$ cat src/rtl/branch_update_queue.sv
// Update side of a 2-bit saturating-counter branch predictor: in-order queue of
// predicted branches, resolved at the head, with PHT write-back and wrong-path flush.
module branch_update_queue #(
  parameter int DEPTH = 4,
  parameter int IDX_W = 6
) (
  input  logic                     clk,
  input  logic                     rst,
  input  logic                     pred_valid,
  output logic                     pred_ready,
  input  logic [IDX_W-1:0]         pred_idx,
  input  logic [1:0]               pred_state,
  input  logic                     res_valid,
  input  logic                     res_taken,
  output logic                     upd_valid,
  output logic [IDX_W-1:0]         upd_idx,
  output logic [1:0]               upd_state,
  output logic                     mispredict,
  output logic [$clog2(DEPTH):0]   count
);

  localparam int PTR_W = $clog2(DEPTH);
  localparam int CNT_W = PTR_W + 1;

  function automatic logic [1:0] sat_step(input logic [1:0] s, input logic taken);
    logic [1:0] r;
    r = s;
    case ({taken, s})
      3'b1_00: r = 2'b01;
      3'b1_01: r = 2'b10;
      3'b1_10: r = 2'b11;
      3'b1_11: r = 2'b11;
      3'b0_11: r = 2'b10;
      3'b0_10: r = 2'b01;
      3'b0_01: r = 2'b00;
      3'b0_00: r = 2'b00;
      default: r = s;
    endcase
    return r;
  endfunction

  logic [IDX_W-1:0] idx_q  [DEPTH];
  logic [1:0]       st_q   [DEPTH];
  logic             pdir_q [DEPTH];

  logic [PTR_W-1:0] rd_ptr_q, rd_ptr_d;
  logic [PTR_W-1:0] wr_ptr_q, wr_ptr_d;
  logic [CNT_W-1:0] count_q, count_d;
  logic             ready_q;
  logic             upd_valid_q;
  logic [IDX_W-1:0] upd_idx_q;
  logic [1:0]       upd_state_q;
  logic             mispredict_q;

  logic             do_res_s;
  logic             do_push_s;
  logic             mis_s;
  logic [IDX_W-1:0] head_idx_s;
  logic [1:0]       new_st_s;
  logic [1:0]       push_st_s;

  // Resolve/push decisions, forwarded write data and next pointer/count state
  always_comb begin
    head_idx_s = idx_q[rd_ptr_q];
    new_st_s   = sat_step(st_q[rd_ptr_q], res_taken);
    do_res_s   = res_valid && (count_q != {CNT_W{1'b0}});
    mis_s      = do_res_s && (res_taken != pdir_q[rd_ptr_q]);
    // A same-cycle push on the wrong path is discarded along with the flushed entries.
    do_push_s  = pred_valid && ready_q && !mis_s;
    if (do_res_s && (pred_idx == head_idx_s)) begin
      push_st_s = new_st_s;
    end else begin
      push_st_s = pred_state;
    end

    rd_ptr_d = rd_ptr_q;
    wr_ptr_d = wr_ptr_q;
    count_d  = count_q;
    if (mis_s) begin
      rd_ptr_d = rd_ptr_q + PTR_W'(1);
      wr_ptr_d = rd_ptr_q + PTR_W'(1);
      count_d  = {CNT_W{1'b0}};
    end else begin
      if (do_res_s) begin
        rd_ptr_d = rd_ptr_q + PTR_W'(1);
      end else begin
        rd_ptr_d = rd_ptr_q;
      end
      if (do_push_s) begin
        wr_ptr_d = wr_ptr_q + PTR_W'(1);
      end else begin
        wr_ptr_d = wr_ptr_q;
      end
      count_d = count_q + CNT_W'(do_push_s) - CNT_W'(do_res_s);
    end
  end

  // Entry storage: forwarding of the resolved counter, then the new push
  always_ff @(posedge clk or negedge rst) begin
    if (!rst) begin
      for (int i = 0; i < DEPTH; i++) begin
        idx_q[i]  <= {IDX_W{1'b0}};
        st_q[i]   <= 2'b00;
        pdir_q[i] <= 1'b0;
      end
    end else begin
      for (int i = 0; i < DEPTH; i++) begin
        if (do_res_s && (idx_q[i] == head_idx_s)) begin
          st_q[i] <= new_st_s;
        end
      end
      if (do_push_s) begin
        idx_q[wr_ptr_q]  <= pred_idx;
        st_q[wr_ptr_q]   <= push_st_s;
        pdir_q[wr_ptr_q] <= pred_state[1];
      end
    end
  end

  // Pointers, occupancy and the registered PHT write-back
  always_ff @(posedge clk or negedge rst) begin
    if (!rst) begin
      rd_ptr_q     <= {PTR_W{1'b0}};
      wr_ptr_q     <= {PTR_W{1'b0}};
      count_q      <= {CNT_W{1'b0}};
      ready_q      <= 1'b1;
      upd_valid_q  <= 1'b0;
      upd_idx_q    <= {IDX_W{1'b0}};
      upd_state_q  <= 2'b00;
      mispredict_q <= 1'b0;
    end else begin
      rd_ptr_q     <= rd_ptr_d;
      wr_ptr_q     <= wr_ptr_d;
      count_q      <= count_d;
      ready_q      <= (count_d != CNT_W'(DEPTH));
      upd_valid_q  <= do_res_s;
      mispredict_q <= mis_s;
      if (do_res_s) begin
        upd_idx_q   <= head_idx_s;
        upd_state_q <= new_st_s;
      end
    end
  end

  assign pred_ready = ready_q;
  assign upd_valid  = upd_valid_q;
  assign upd_idx    = upd_idx_q;
  assign upd_state  = upd_state_q;
  assign mispredict = mispredict_q;
  assign count      = count_q;

endmodule

$ cat config.mk
export PLATFORM = sky130hd
export DESIGN_NAME = branch_update_queue
export DESIGN_NICKNAME = d
export VERILOG_FILES = /design/src/rtl/branch_update_queue.sv
export SDC_FILE = /design/constraint.sdc
export NUM_CORES = 1
export LEC_CHECK = 0
export BUFFER_PORTS_ARGS = -buffer_cell sky130_fd_sc_hd__buf_2
export CAP_MARGIN = 20
export CORE_ASPECT_RATIO = 0.75
export CORE_MARGIN = 2
export CORE_UTILIZATION = 50
export DETAILED_ROUTE_END_ITERATION = 10
export PLACE_DENSITY = 0.68
export SLEW_MARGIN = 15
export SYNTH_ARGS = -nofsm -noshare
export SYNTH_HDL_FRONTEND = slang
export SYNTH_SLANG_ARGS = --single-unit
export TNS_END_PERCENT = 10
$ cat constraint.sdc
create_clock -name clk -period 3.6 [get_ports clk]
set_clock_uncertainty 0.15 [all_clocks]
set_input_delay 0.9 -clock clk [delete_from_list [all_inputs] [get_ports clk]]
set_output_delay 0.9 -clock clk [all_outputs]
set_load 0.02 [all_outputs]
# Word level (Yosys, flattened, before mapping)
# Memories as Yosys holds them, arrays and structs flattened.
# Index checks and enable logic that the tools add are counted.
[totals]
output_inout_bits = 14
rom_bits = 16
register_bits = 54
word_cells = 80
n_memories = 1
[memory_table]
columns = ["name", "words", "width", "rd", "rd_ports_with_merged_regs", "write_ports", "line_no", "rtl"]
rows = [
  ["(name not given)", 8, 2, 1, 0, 0, "28", "case ({taken, s})"],
]
[classes]
mux = 29
n_bitwise = 2
n_eq_ne = 7
add_sub_neg = 4
order_cmp = 3
reduce_logical = 14
[op_table]
columns = ["op", "n"]
rows = [
  ["$eq 6x6->1", 5],
  ["$bwmux 24", 1],
  ["$mux 2", 12],
  ["$mux 6", 3],
  ["$bmux 6 s2", 1],
  ["$demux 6 s2", 1],
  ["$logic_and 1x1->1", 10],
  ["$bwmux 8", 1],
  ["$mux 8", 1],
  ["$ge 3x3->1 const B", 2],
  ["$not 2->3", 2],
  ["$add 2x1->2 const B", 2],
  ["$bmux 2 s2", 1],
  ["$bwmux 4", 1],
  ["$demux 2 s2", 1],
  ["$reduce_bool 2->1", 2],
  ["$add 3x1->3", 1],
  ["$lt 3x1->1 const B", 1],
  ["$mux 1", 3],
  ["$mux 3", 1],
  ["$ne 3x3->1 const B", 1],
  ["$reduce_bool 3->1", 1],
  ["$sub 3x1->3", 1],
  ["$bmux 1 s2", 1],
  ["other kinds (3)", 3],
]

# Logic depth before layout (Yosys ltp)
[logic_depth]
word_depth = 12
ltp_mapped = 14
mapped_depth_nobuf = 12

# Least setup slack after synthesis
# OpenSTA, ideal clock, no wires.
[synth_path]
kind = "reg2reg"
startpoint = "register rd_ptr_q[0]"
endpoint = "register ready_q (netlist: pred_ready)"
synth_period_minus_slack_ns = 2.968
required_time_ns = 3.370
path_stages_with_launch = 15
setup_slack_ns = 0.632
arrival_ns = 2.738
n_path_buf = 2
cell_sequence = "dfrtp_1 -> buf_6 -> mux4_2 -> xnor2_1 -> or2_1 -> buf_4 -> nand2_1 -> ha_1 -> inv_1 -> ha_1 -> fa_1 -> xnor2_1 -> xnor2_1 -> nor2_1 -> nand2_1"
[synth_between]
elab_chain_cells = 12
[synth_lines]
columns = ["item", "line_no", "rtl"]
rows = [
  ["start, declared", "46", "logic [PTR_W-1:0] rd_ptr_q, rd_ptr_d;"],
  ["start signal, assigned", "123", "rd_ptr_q <= {PTR_W{1'b0}};"],
  ["start signal, assigned", "132", "rd_ptr_q <= rd_ptr_d;"],
  ["$not 2->3 (implied by the code) (*)", "67", "mis_s = do_res_s && (res_taken != pdir_q[rd_ptr_q]);"],
  ["$bmux 1 s2 (*)", "67", ""],
  ["$mux 1 (implied by the code) (*) (2 in a row)", "67", ""],
  ["$ne 1x1->1 (*)", "67", ""],
  ["$logic_and 1x1->1 (*)", "67", ""],
  ["$logic_not 1->1", "69", "do_push_s = pred_valid && ready_q && !mis_s;"],
  ["$logic_and 1x1->1", "69", ""],
  ["$add 3x1->3", "94", "count_d = count_q + CNT_W'(do_push_s) - CNT_W'(do_res_s);"],
  ["$sub 3x1->3", "94", ""],
  ["$mux 3 (*)", "79", "if (mis_s) begin"],
  ["via count_d[2]", "48", "logic [CNT_W-1:0] count_q, count_d;"],
  ["$ne 3x3->1 (*)", "135", "ready_q <= (count_d != CNT_W'(DEPTH));"],
  ["end signal, assigned", "135", ""],
  ["end, declared", "49", "logic ready_q;"],
]
# Mark *: on every way through the listed nets, which the timed path passes. The rest lies on a longest branch. The select of a mux whose other input is x is not followed.
# A chain may end at the register's enable or synchronous reset.

# Worst setup path in the final report
# Same ends and word-level chain as after synthesis.

==> implementation parameters <==
Parameter                              Value

Logic synthesis
  Fraction of post-synthesis cell area in the top cell type by area ... 38.8%
  Yosys warning total ... 0
  Area leader, netlist ... sky130_fd_sc_hd__dfrtp_1
  Distinct cells, synth ... 53
  Combined area of all synthesized cells ... 3420 um2
  Count of flip-flops with a built-in enable after synthesis ... 0
  Synth Flop Type ... sky130_fd_sc_hd__dfrtp_1
  Flip-flop and latch count after synthesis ... 54
  Cell with the most instances after synthesis ... sky130_fd_sc_hd__dfrtp_1
  Synthesized area per cell ... ~11 um2
  Post-synth ARST share ... 100%
  Syn nets ... 327
  Ranking of synthesized cells by instance count ... 53 x sky130_fd_sc_hd__dfrtp_1, 38 x sky130_fd_sc_hd__xnor2_1, 29 x sky130_fd_sc_hd__nand2_1, 25 x sky130_fd_sc_hd__mux2_2, 17 x sky130_fd_sc_hd__mux2i_1
  Synth top area cells ... sky130_fd_sc_hd__dfrtp_1 39%, sky130_fd_sc_hd__xnor2_1 9.7%, sky130_fd_sc_hd__mux2_2 8.2%
  Post-synthesis sequential area ratio ... 39.5%
  Gate count of the mapped netlist ... 307

Power and ir drop
  Part of the power in the clock network ... 9.0%
  Fraction of power consumed by combinational cells ... 59.0%
  Switch share ... 44.8%
  Static leakage ... 1.63 nW
  Net switching component of the power ... about 0.0018 W
  Fraction of power consumed by sequential logic ... roughly a third
  Design internal power ... 0.00217 W
  Worst vdd rail ir drop ... 441 uV
  Overall power after layout ... 0.00393 W
  Total power density per cell area ... roughly 1100 nW/um2

Timing
  Min Clock Period, post-route ... 2.93 ns
  Final critical-path share of the clock period ... 81.3%
  Total of endpoints with negative setup slack in the final report ... 0
  Pin slew with the least headroom to its limit ... 0.549 ns
  Total count of hold-check failures in the final report ... 0
  RSZ-0062 raised after global routing ... false
  Maximum clock rate ... 0.342 GHz
  Fin Setup TNS ... 0 ns
  Slew Limit Headroom ... 63.1%
  Max Transition Viols Final ... 0

Critical path
  Reg-to-reg critical path endpoint ... pred_ready
  Largest fanout on the critical path ... 2
  Kind of start point of the critical path ... flop
  Origin of the worst setup path ... rd_ptr_q[0]
  Worst reg-to-reg path cell count ... 12
  Launching point of the worst reg2reg path ... rd_ptr_q[0]
  Critical path capture point type ... flop
  Endpoint arrival time on the critical path ... a little over 3 ns
  Minimum setup slack among reg-to-reg paths ... 0.67 ns
  Worst EP required ... 3.69 ns
  Kind of critical path ... reg2reg

Drt
  Final wirelength ... 7330 um
  Average wire per cell in the routed design ... 17.8 um
  Number of routed nets with antenna violations ... 0
  Drt via density ... 5.63
  DRT Pass-1 Iters ... 4
  Remaining design rule violation count ... 0
  Violation count after the first detailed-routing iteration ... 77
  Via total after detailed routing ... about 2300

Run status
  Run status ... finished clean

Clock network
  Hold-fix buffers, CTS ... 0
  Register clock-pin slew on the reported worst setup and hold paths ... 0.10 ns
  Post-cts sizing count ... 0
  Clock tree from TritonCTS ... yes
  Skew-Pair Late Insertion Delay ... 0.31 ns
  CTS root buffer ... sky130_fd_sc_hd__clkbuf_8
  TritonCTS sink count ... 54
  Post-CTS Setup Inserts ... 0
  CTS Buf Count ... 5
  Deepest clock path buffer count ... 2
  Number of levels in the clock H-tree ... 2

Finish
  Area of the multi-input gates ... 1880 um2
  Net count, final ... 347
  Area added between synthesis and finish ... 7.35%
  Layout cells sized above 1 ... around 25%
  Diodes inserted ... 0
  Cell Count, Final, Fillers Out ... 412
  Register cell area after layout ... roughly 1400 um2
  Filler cell count in the final layout ... 595
  Final non-filler cell area ... 3670 um2

Placement
  Routability congestion estimate ... 0.909
  Post-DP HPWL ... 5330 um
  Count of buffers from port buffering ... 26
  Placed Area ... 3580 um2
  Number of placed instances, taps included ... 404

GRT
  Initial antenna violation count ... 0
  Overflow left after global routing ... 0
  Via count of the first global-routing pass ... 2225
  Global-route wire length before repair ... 11900 um
  Pin count of the biggest net entering global routing ... 35
  Global router's overall resource usage ... approximately a fifth

Floorplanning
  Rows ... 26
  Core Area ... 6730 um2
  Die Footprint ... approximately 7500 um2
  Chip Height ... approximately 76 um
  I/O pin count ... 27
  Horizontal die dimension ... ~100 um
  Initial standard-cell utilization of the core ... 50.8%

Hold path
  Worst hold path class ... reg2reg
  Cells on Worst Hold Path ... 2
  Hold_sp ... upd_idx[1]
  Worst Hold Path EP ... upd_idx[1]

Run
  Max-Cap Viols ... 0
==> through the flow <==
step | hold slack (ns) | util [%] | setup WS, ns
2_1_floorplan | 0.294 | - | 0.632
3_3_place_gp | 0.296 | 53.2 | 0.600
3_5_place_dp | 0.302 | 53.2 | 0.550
4_1_cts | 0.324 | 54.6 | 0.672
5_1_grt | 0.362 | 54.6 | 0.547
6_report | 0.319 | 54.6 | 0.674
==> layout by cell type, fill, tap and decap left out, types with 2 or more instances in the layout <==
master                     count
sky130_fd_sc_hd__nand3_1       9
sky130_fd_sc_hd__ha_1          6
sky130_fd_sc_hd__nand3_2       2
sky130_fd_sc_hd__mux4_1        5
sky130_fd_sc_hd__inv_1        15
sky130_fd_sc_hd__mux4_2        4
sky130_fd_sc_hd__nand4_1       4
sky130_fd_sc_hd__mux2i_1      17
sky130_fd_sc_hd__xor2_1       13
sky130_fd_sc_hd__nor2_1        9
sky130_fd_sc_hd__a21oi_1       2
sky130_fd_sc_hd__xnor2_1      38
sky130_fd_sc_hd__o221ai_1      3
sky130_fd_sc_hd__nor4_1        2
sky130_fd_sc_hd__and2_1        4
sky130_fd_sc_hd__nand2_1      29
sky130_fd_sc_hd__dfrtp_1      53
sky130_fd_sc_hd__buf_2        26
sky130_fd_sc_hd__maj3_1        2
sky130_fd_sc_hd__clkbuf_8      6
sky130_fd_sc_hd__o311ai_0      2
sky130_fd_sc_hd__o21ai_0      10
sky130_fd_sc_hd__o211ai_1      3
sky130_fd_sc_hd__a221oi_1      2
sky130_fd_sc_hd__nor3_1        4
sky130_fd_sc_hd__buf_4         7
sky130_fd_sc_hd__and3_1        2
sky130_fd_sc_hd__mux2_2       25
==> worst max path at each step <==
stage,slack [ns],depth (start not counted),end
detailed placement,0.55,12,pred_ready
finish,0.67,12,pred_ready
global placement,0.60,12,pred_ready
global route,0.55,12,pred_ready
CTS,0.67,12,pred_ready
floorplan,0.63,14,pred_ready
==> routing by layer <==
metal | share of wire [%] | wire length, um | up-vias | GRT usage [%]
met5 | 0 | 0 | - | 0
met1 | 52 | 3810 | 1154 | 32.3
met3 | 4.7 | 342 | 6 | 4.40
met4 | 0.68 | 50 | 0 | 4.72
met2 | 43 | 3130 | 51 | 30.0
li1 | - | - | 1108 | -
==> layout make-up <==
class                           instances  area share [%]
Clock buffer                            7            2.35
Clock inverter                          1           0.136
Inverter                               16            1.63
Multi-Input combinational cell        217            51.2
Sequential cell                        54            36.8
Tap cell                               84            2.86
Timing Repair Buffer                   33            4.97
==> logic make-up after synthesis <==
family          count (synthesis)  synth area share, %
simple gates                   75                 11.8
flops                          54                 39.5
mux                            52                 20.3
xor+xnor                       51                 13.1
buf+inv                        36                 5.63
compound gates                 30                 6.33
fa+ha+maj                       9                 3.36
==> critical path, stage by stage, from the launching register on <==
cell	delay, ns
sky130_fd_sc_hd__dfrtp_1	0.38
sky130_fd_sc_hd__mux4_2	0.51
sky130_fd_sc_hd__xnor2_1	0.27
sky130_fd_sc_hd__or2_1	0.17
sky130_fd_sc_hd__nand2_1	0.05
sky130_fd_sc_hd__ha_1	0.28
sky130_fd_sc_hd__inv_1	0.04
sky130_fd_sc_hd__ha_1	0.18
sky130_fd_sc_hd__fa_1	0.37
sky130_fd_sc_hd__xnor2_1	0.15
sky130_fd_sc_hd__xnor2_1	0.13
sky130_fd_sc_hd__nor2_1	0.12
sky130_fd_sc_hd__nand2_1	0.07
==> flip-flops by register name, summed over array words and instances (netlist names), 2 cells and up <==
register / cells
idx_q: 24
st_q: 8
upd_idx: 6
pdir_q: 4
count: 3
rd_ptr_q: 2
upd_state: 2
wr_ptr_q: 2
==> power by group through the flow <==
stage	Clock (W)	Sequential [W]	Combinational (W)
finish	0.000354	0.00126	0.00232
detailed placement	0	0.00127	0.00230
CTS	0.000361	0.00125	0.00232
global placement	0	0.00125	0.00227
global route	0.000390	0.00131	0.00254
floorplan	0	0.00122	0.00187
(Power assumes the default switching activity.)
